[src/rtl/reg_file_mp.sv]
// Multi-port register file: two combinational read ports, a dedicated $dst output,
// one write port with same-cycle bypass, and a sequential one-register-per-cycle clear.
module reg_file_mp #(
    parameter int unsigned DATA_W  = 8,
    parameter int unsigned ADDR_W  = 4,
    parameter int unsigned DST_IDX = (2 ** ADDR_W) - 1
) (
    input  logic              CLK,
    input  logic              RST,
    input  logic [ADDR_W-1:0] rd_addr_a,
    input  logic [ADDR_W-1:0] rd_addr_b,
    output logic [DATA_W-1:0] rd_data_a,
    output logic [DATA_W-1:0] rd_data_b,
    output logic [DATA_W-1:0] dst_out,
    input  logic [ADDR_W-1:0] wr_addr,
    input  logic [DATA_W-1:0] wr_data,
    input  logic              write_ctrl,
    input  logic              clr_req,
    output logic              clr_busy,
    output logic              wr_drop
);

    localparam int unsigned       DEPTH  = 2 ** ADDR_W;
    localparam logic [ADDR_W-1:0] DST_A  = ADDR_W'(DST_IDX);
    localparam logic [ADDR_W-1:0] LAST_A = ADDR_W'(DEPTH - 1);

    typedef enum logic {
        S_IDLE,
        S_CLEAR
    } state_t;

    state_t            state_q, state_d;
    logic [ADDR_W-1:0] ptr_q, ptr_d;
    logic              wr_drop_q, wr_drop_d;
    logic [DATA_W-1:0] mem_q [DEPTH];

    logic              idle_wr;
    logic              in_clear;

    always_comb begin
        in_clear = (state_q == S_CLEAR);
        idle_wr  = (state_q == S_IDLE) && write_ctrl;
    end

    always_comb begin
        state_d   = state_q;
        ptr_d     = ptr_q;
        wr_drop_d = 1'b0;
        unique case (state_q)
            S_IDLE: begin
                if (clr_req) begin
                    state_d = S_CLEAR;
                    ptr_d   = '0;
                end
            end
            S_CLEAR: begin
                // clr_req is deliberately not looked at here: no restart, no extension
                wr_drop_d = write_ctrl;
                if (ptr_q == LAST_A) begin
                    state_d = S_IDLE;
                    ptr_d   = '0;
                end else begin
                    ptr_d = ptr_q + ADDR_W'(1);
                end
            end
            default: begin
                state_d = S_IDLE;
                ptr_d   = '0;
            end
        endcase
    end

    always_ff @(posedge CLK) begin
        if (RST) begin
            state_q   <= S_IDLE;
            ptr_q     <= '0;
            wr_drop_q <= 1'b0;
        end else begin
            state_q   <= state_d;
            ptr_q     <= ptr_d;
            wr_drop_q <= wr_drop_d;
        end
    end

    // A write accepted together with clr_req lands now; the clear reaches it later.
    always_ff @(posedge CLK) begin
        if (RST) begin
            for (int unsigned i = 0; i < DEPTH; i++) begin
                mem_q[i] <= '0;
            end
        end else if (idle_wr) begin
            mem_q[wr_addr] <= wr_data;
        end else if (in_clear) begin
            mem_q[ptr_q] <= '0;
        end
    end

    always_comb begin
        rd_data_a = (idle_wr && (rd_addr_a == wr_addr)) ? wr_data : mem_q[rd_addr_a];
        rd_data_b = (idle_wr && (rd_addr_b == wr_addr)) ? wr_data : mem_q[rd_addr_b];
        dst_out   = (idle_wr && (DST_A == wr_addr))     ? wr_data : mem_q[DST_A];
        clr_busy  = in_clear;
        wr_drop   = wr_drop_q;
    end

endmodule

[config.mk]
export PLATFORM = sky130hd
export DESIGN_NAME = reg_file_mp
export DESIGN_NICKNAME = d
export VERILOG_FILES = /design/src/rtl/reg_file_mp.sv
export SDC_FILE = /design/constraint.sdc
export NUM_CORES = 1
export LEC_CHECK = 0
export ABC_AREA = 1
export BUFFER_PORTS_ARGS = -buffer_cell sky130_fd_sc_hd__buf_2
export CORE_MARGIN = 2
export CORE_UTILIZATION = 45
export DETAILED_ROUTE_END_ITERATION = 12
export PLACE_DENSITY_LB_ADDON = 0.12
export RECOVER_POWER = 100
export SLEW_MARGIN = 10
export SYNTH_ARGS = -nofsm -noshare
export SYNTH_HDL_FRONTEND = slang
export SYNTH_SLANG_ARGS = --single-unit
export TNS_END_PERCENT = 10
[constraint.sdc]
create_clock -name CLK -period 1.9 [get_ports CLK]
set_input_delay 0.095 -clock CLK [delete_from_list [all_inputs] [get_ports CLK]]
set_output_delay 0.095 -clock CLK [all_outputs]
set_load 0.02 [all_outputs]
==> metrics <==
Core Region=between 15000 and 20000 um2; fraction of the core area covered by cells at the end of the flow=54.9%; CTS Root Cell=clkbuf_16; peak supply drop=around 0.65 mV; initial antenna violation count=0; antenna cells=0; die area=19500 um2; final cell count without fillers=1437; path depth of the worst reg2reg path=6; Via-to-Cell Ratio=about 5.6; Main synth FF type=edfxtp_1; number of post-CTS setup repair buffers=0; Routed Antenna Nets=0; total power consumption of the routed design=between 0.008 and 0.009 W; detailed-route wire length per cell=between 20 and 25 um; internal reg-to-reg setup slack=-0.02 ns; count of final setup violators=8; library cell occupying the most area in the post-synthesis netlist=edfxtp_1; first-pass GRT wire length=between 40000 and 50000 um; TritonCTS clock tree=yes; I/O Pins=50; data arrival time of the critical path=just over 2 ns; Via Count=around 8000; Relative slew margins=around three fifths; overall global routing resource usage=30.2%; maximum level of the CTS H-tree=4; post-synth design cell area=8270 um2; Initial Util=45.9%; clk_lat worst skew=between 0.4 and 0.5 ns; total overflow reported by the global router=0; worst hold-check slack=~0.10 ns; net count after synthesis=around 1200; Critical Path Start Type=register; launch instance of the worst register-to-register path=clr_busy; transition time at the pin with the least slew margin=roughly 0.58 ns; clock skew after layout=roughly 0.012 ns; top-area cell type share of the netlist area=a little under half; number of rows created at floorplan=49; post-detailed-route DRC marker count=0; most used standard cell by instance count after synthesis=nand2_1; dominant cells by area after synthesis=edfxtp_1, nand2_1, nand3_1; PnR worst setup slack=-0.0228 ns; Worst Hold Path EP=wr_drop; share of synthesized registers carrying an async set or reset=0%; unrepaired setup endpoints after global routing=true; vias in the first global route=approximately 8000; width of the die=around 140 um; startpoint-to-endpoint class of the critical path=reg -> reg; Critical Path RT=2.02 ns; final period demand of the worst path=1.92 ns; relative area change from synthesis to final layout=19.7%; outcome=finished with violations; share of synthesized area occupied by flip-flops and latches=approximately 48%; synthesized netlist cell count=approximately 1100; static power due to leakage=about 4.7 nW; Routed Wire Length=approximately 29000 um; count of cells along the worst hold path=4; CTS clk-pin slew, worst paths=0.06 ns; nets=1220; total of max-cap violations=0; HPWL reported at the end of detailed placement=approximately 20000 um; final critical-path share of the clock period=101%; Iter 0 DRT Violations=~1100; pwr dens=~840 nW/um2; number of slew-limit violations in the final report=0; Fmax achieved=520 MHz; number of flops mapped to enable cells by yosys=128; Avg Cell Area, Syn=approximately 7.3 um2; maximum number of pins on one net before global-route repair=65; setup tns final=-0.167 ns; yosys warns=0; layout cell share with drive strength beyond 1=16.2%; die extent in y=140 um; violations in the final reports=setup timing; cell breakdown of the critical path=nand2_8, nor2_2, a21oi_2, nor3_2, nand2_1, nand2_2; HP Start=RST; number of distinct library cell variants in the gate-level netlist after synthesis=32; First-pass DRT Iterations=5; worst reg2reg endpoint=mem_q[0][3]; PortBufs=49; Clock Sink Count=around 130; number of failing hold endpoints at the final stage=0; class of the tightest hold or removal check=in -> reg; highest cell delay on the worst timing path=between 0.5 and 0.6 ns; number of buffers created by CTS=17; most frequent cells after synthesis=nand2_1, nand3_1, inv_1; number of instances in the placed design=~1400; Routability Congestion=0.944; post-synthesis register bit count=134; Worst Path Max Fanout=17; element type at the critical path end=register; slowest stage cell on the critical path=nor3_2; largest buffer count on any clock path=2
-- how the worst max path moves through the flow --
stage / start / to / slack (ns)
after floorplan: clr_busy / mem_q[0][0] / 0.02
after global routing: clr_busy / rd_data_b[0] / -0.09
after detailed placement: clr_busy / mem_q[1][3] / -0.06
after global placement: clr_busy / mem_q[1][3] / -0.02
after CTS: clr_busy / rd_data_a[6] / 0.007
final: clr_busy / mem_q[0][3] / -0.02
-- routing by layer --
layer	part of all wire [%]	track usage, %	vias up
met1	41	39.7	3772
met3	7.9	6.02	82
met5	0	0	-
met4	4.6	14.2	0
met2	46	48.4	387
li1	-	-	3768
-- kinds of logic (layout without fill, tap and decap cells) --
group | after synthesis | in the layout | share of synthesized area, %
buf+inv | 211 | 291 | 9.67
fa+ha+maj | 1 | 1 | 0.151
simple gates | 753 | 753 | 39.9
xor+xnor | 3 | 3 | 0.318
compound gates | 26 | 26 | 2.00
flops | 134 | 134 | 47.9
-- registers in the layout (all words and copies together) (netlist names) --
register,flops
mem_q,128
wr_drop,1
clr_busy,1
ptr_q,4
-- layout make-up --
type                       count  area (um2)
fill                        1748        8130
sequential                   134        3970
multi-input combinational    783        3580
timing repair buffer         111         896
inverter                     148         556
clock buffer                  17         425
tap                          229         287
clock inverter                15         178
-- power breakdown --
group / internal [W] / switching [W] / total [W]
registers: 0.00337 / 0.0000519 / 0.00342
clock network: 0.00207 / 0.00134 / 0.00340
logic: 0.000467 / 0.00104 / 0.00151
total: 0.00590 / 0.00243 / 0.00833
-- placed cells by master (no fill, tap or decap), types with 2 or more instances in the layout --
master | Yosys | final
buf_6 | 0 | 7
nand3_1 | 228 | 224
bufinv_16 | 0 | 3
o22ai_1 | 4 | 4
inv_1 | 142 | 135
o21ai_2 | 3 | 3
clkbuf_16 | 0 | 17
nand4_1 | 17 | 17
clkinv_4 | 0 | 5
clkinv_1 | 4 | 5
nor2_2 | 4 | 4
nor3_2 | 3 | 2
nor3b_4 | 2 | 2
nand2_2 | 9 | 20
a21oi_1 | 14 | 13
buf_2 | 3 | 32
clkbuf_2 | 0 | 11
a21oi_2 | 0 | 2
xor2_1 | 3 | 3
nand2_4 | 4 | 7
clkinv_2 | 0 | 3
dfxtp_1 | 6 | 5
inv_6 | 0 | 2
dlygate4sd3_1 | 0 | 4
edfxtp_1 | 128 | 128
inv_2 | 2 | 9
nand3_2 | 0 | 3
nor2_4 | 2 | 2
buf_4 | 1 | 45
buf_12 | 0 | 11
nand2_1 | 340 | 326
nor2_1 | 141 | 141
-- metrics by stage --
stage | instance area [um2] | worst slack (ns)
after floorplan | 8320 | 0.0196
after global placement | 9180 | -0.0243
after detailed placement | 9180 | -0.0606
after CTS | 9930 | 0.00694
after global routing | 9890 | -0.0875
final | 9890 | -0.0228
-- critical path, delay by kind of cell (launching register included) --
family | cells | cell delay, ns
AOI/OAI and AO/OA | 1 | 0.07
DFF | 1 | 0.38
and+or+nand+nor | 5 | 1.14
-- what timing repair did --
item	4_1_cts	5_1_grt
resized for setup	30	19
pin swaps	7	2
hold endpoints to repair	6	0
hold buffers	4	0
cloned	0	0
endpoints found under the setup margin	48	99
(Power assumes the default switching activity.)
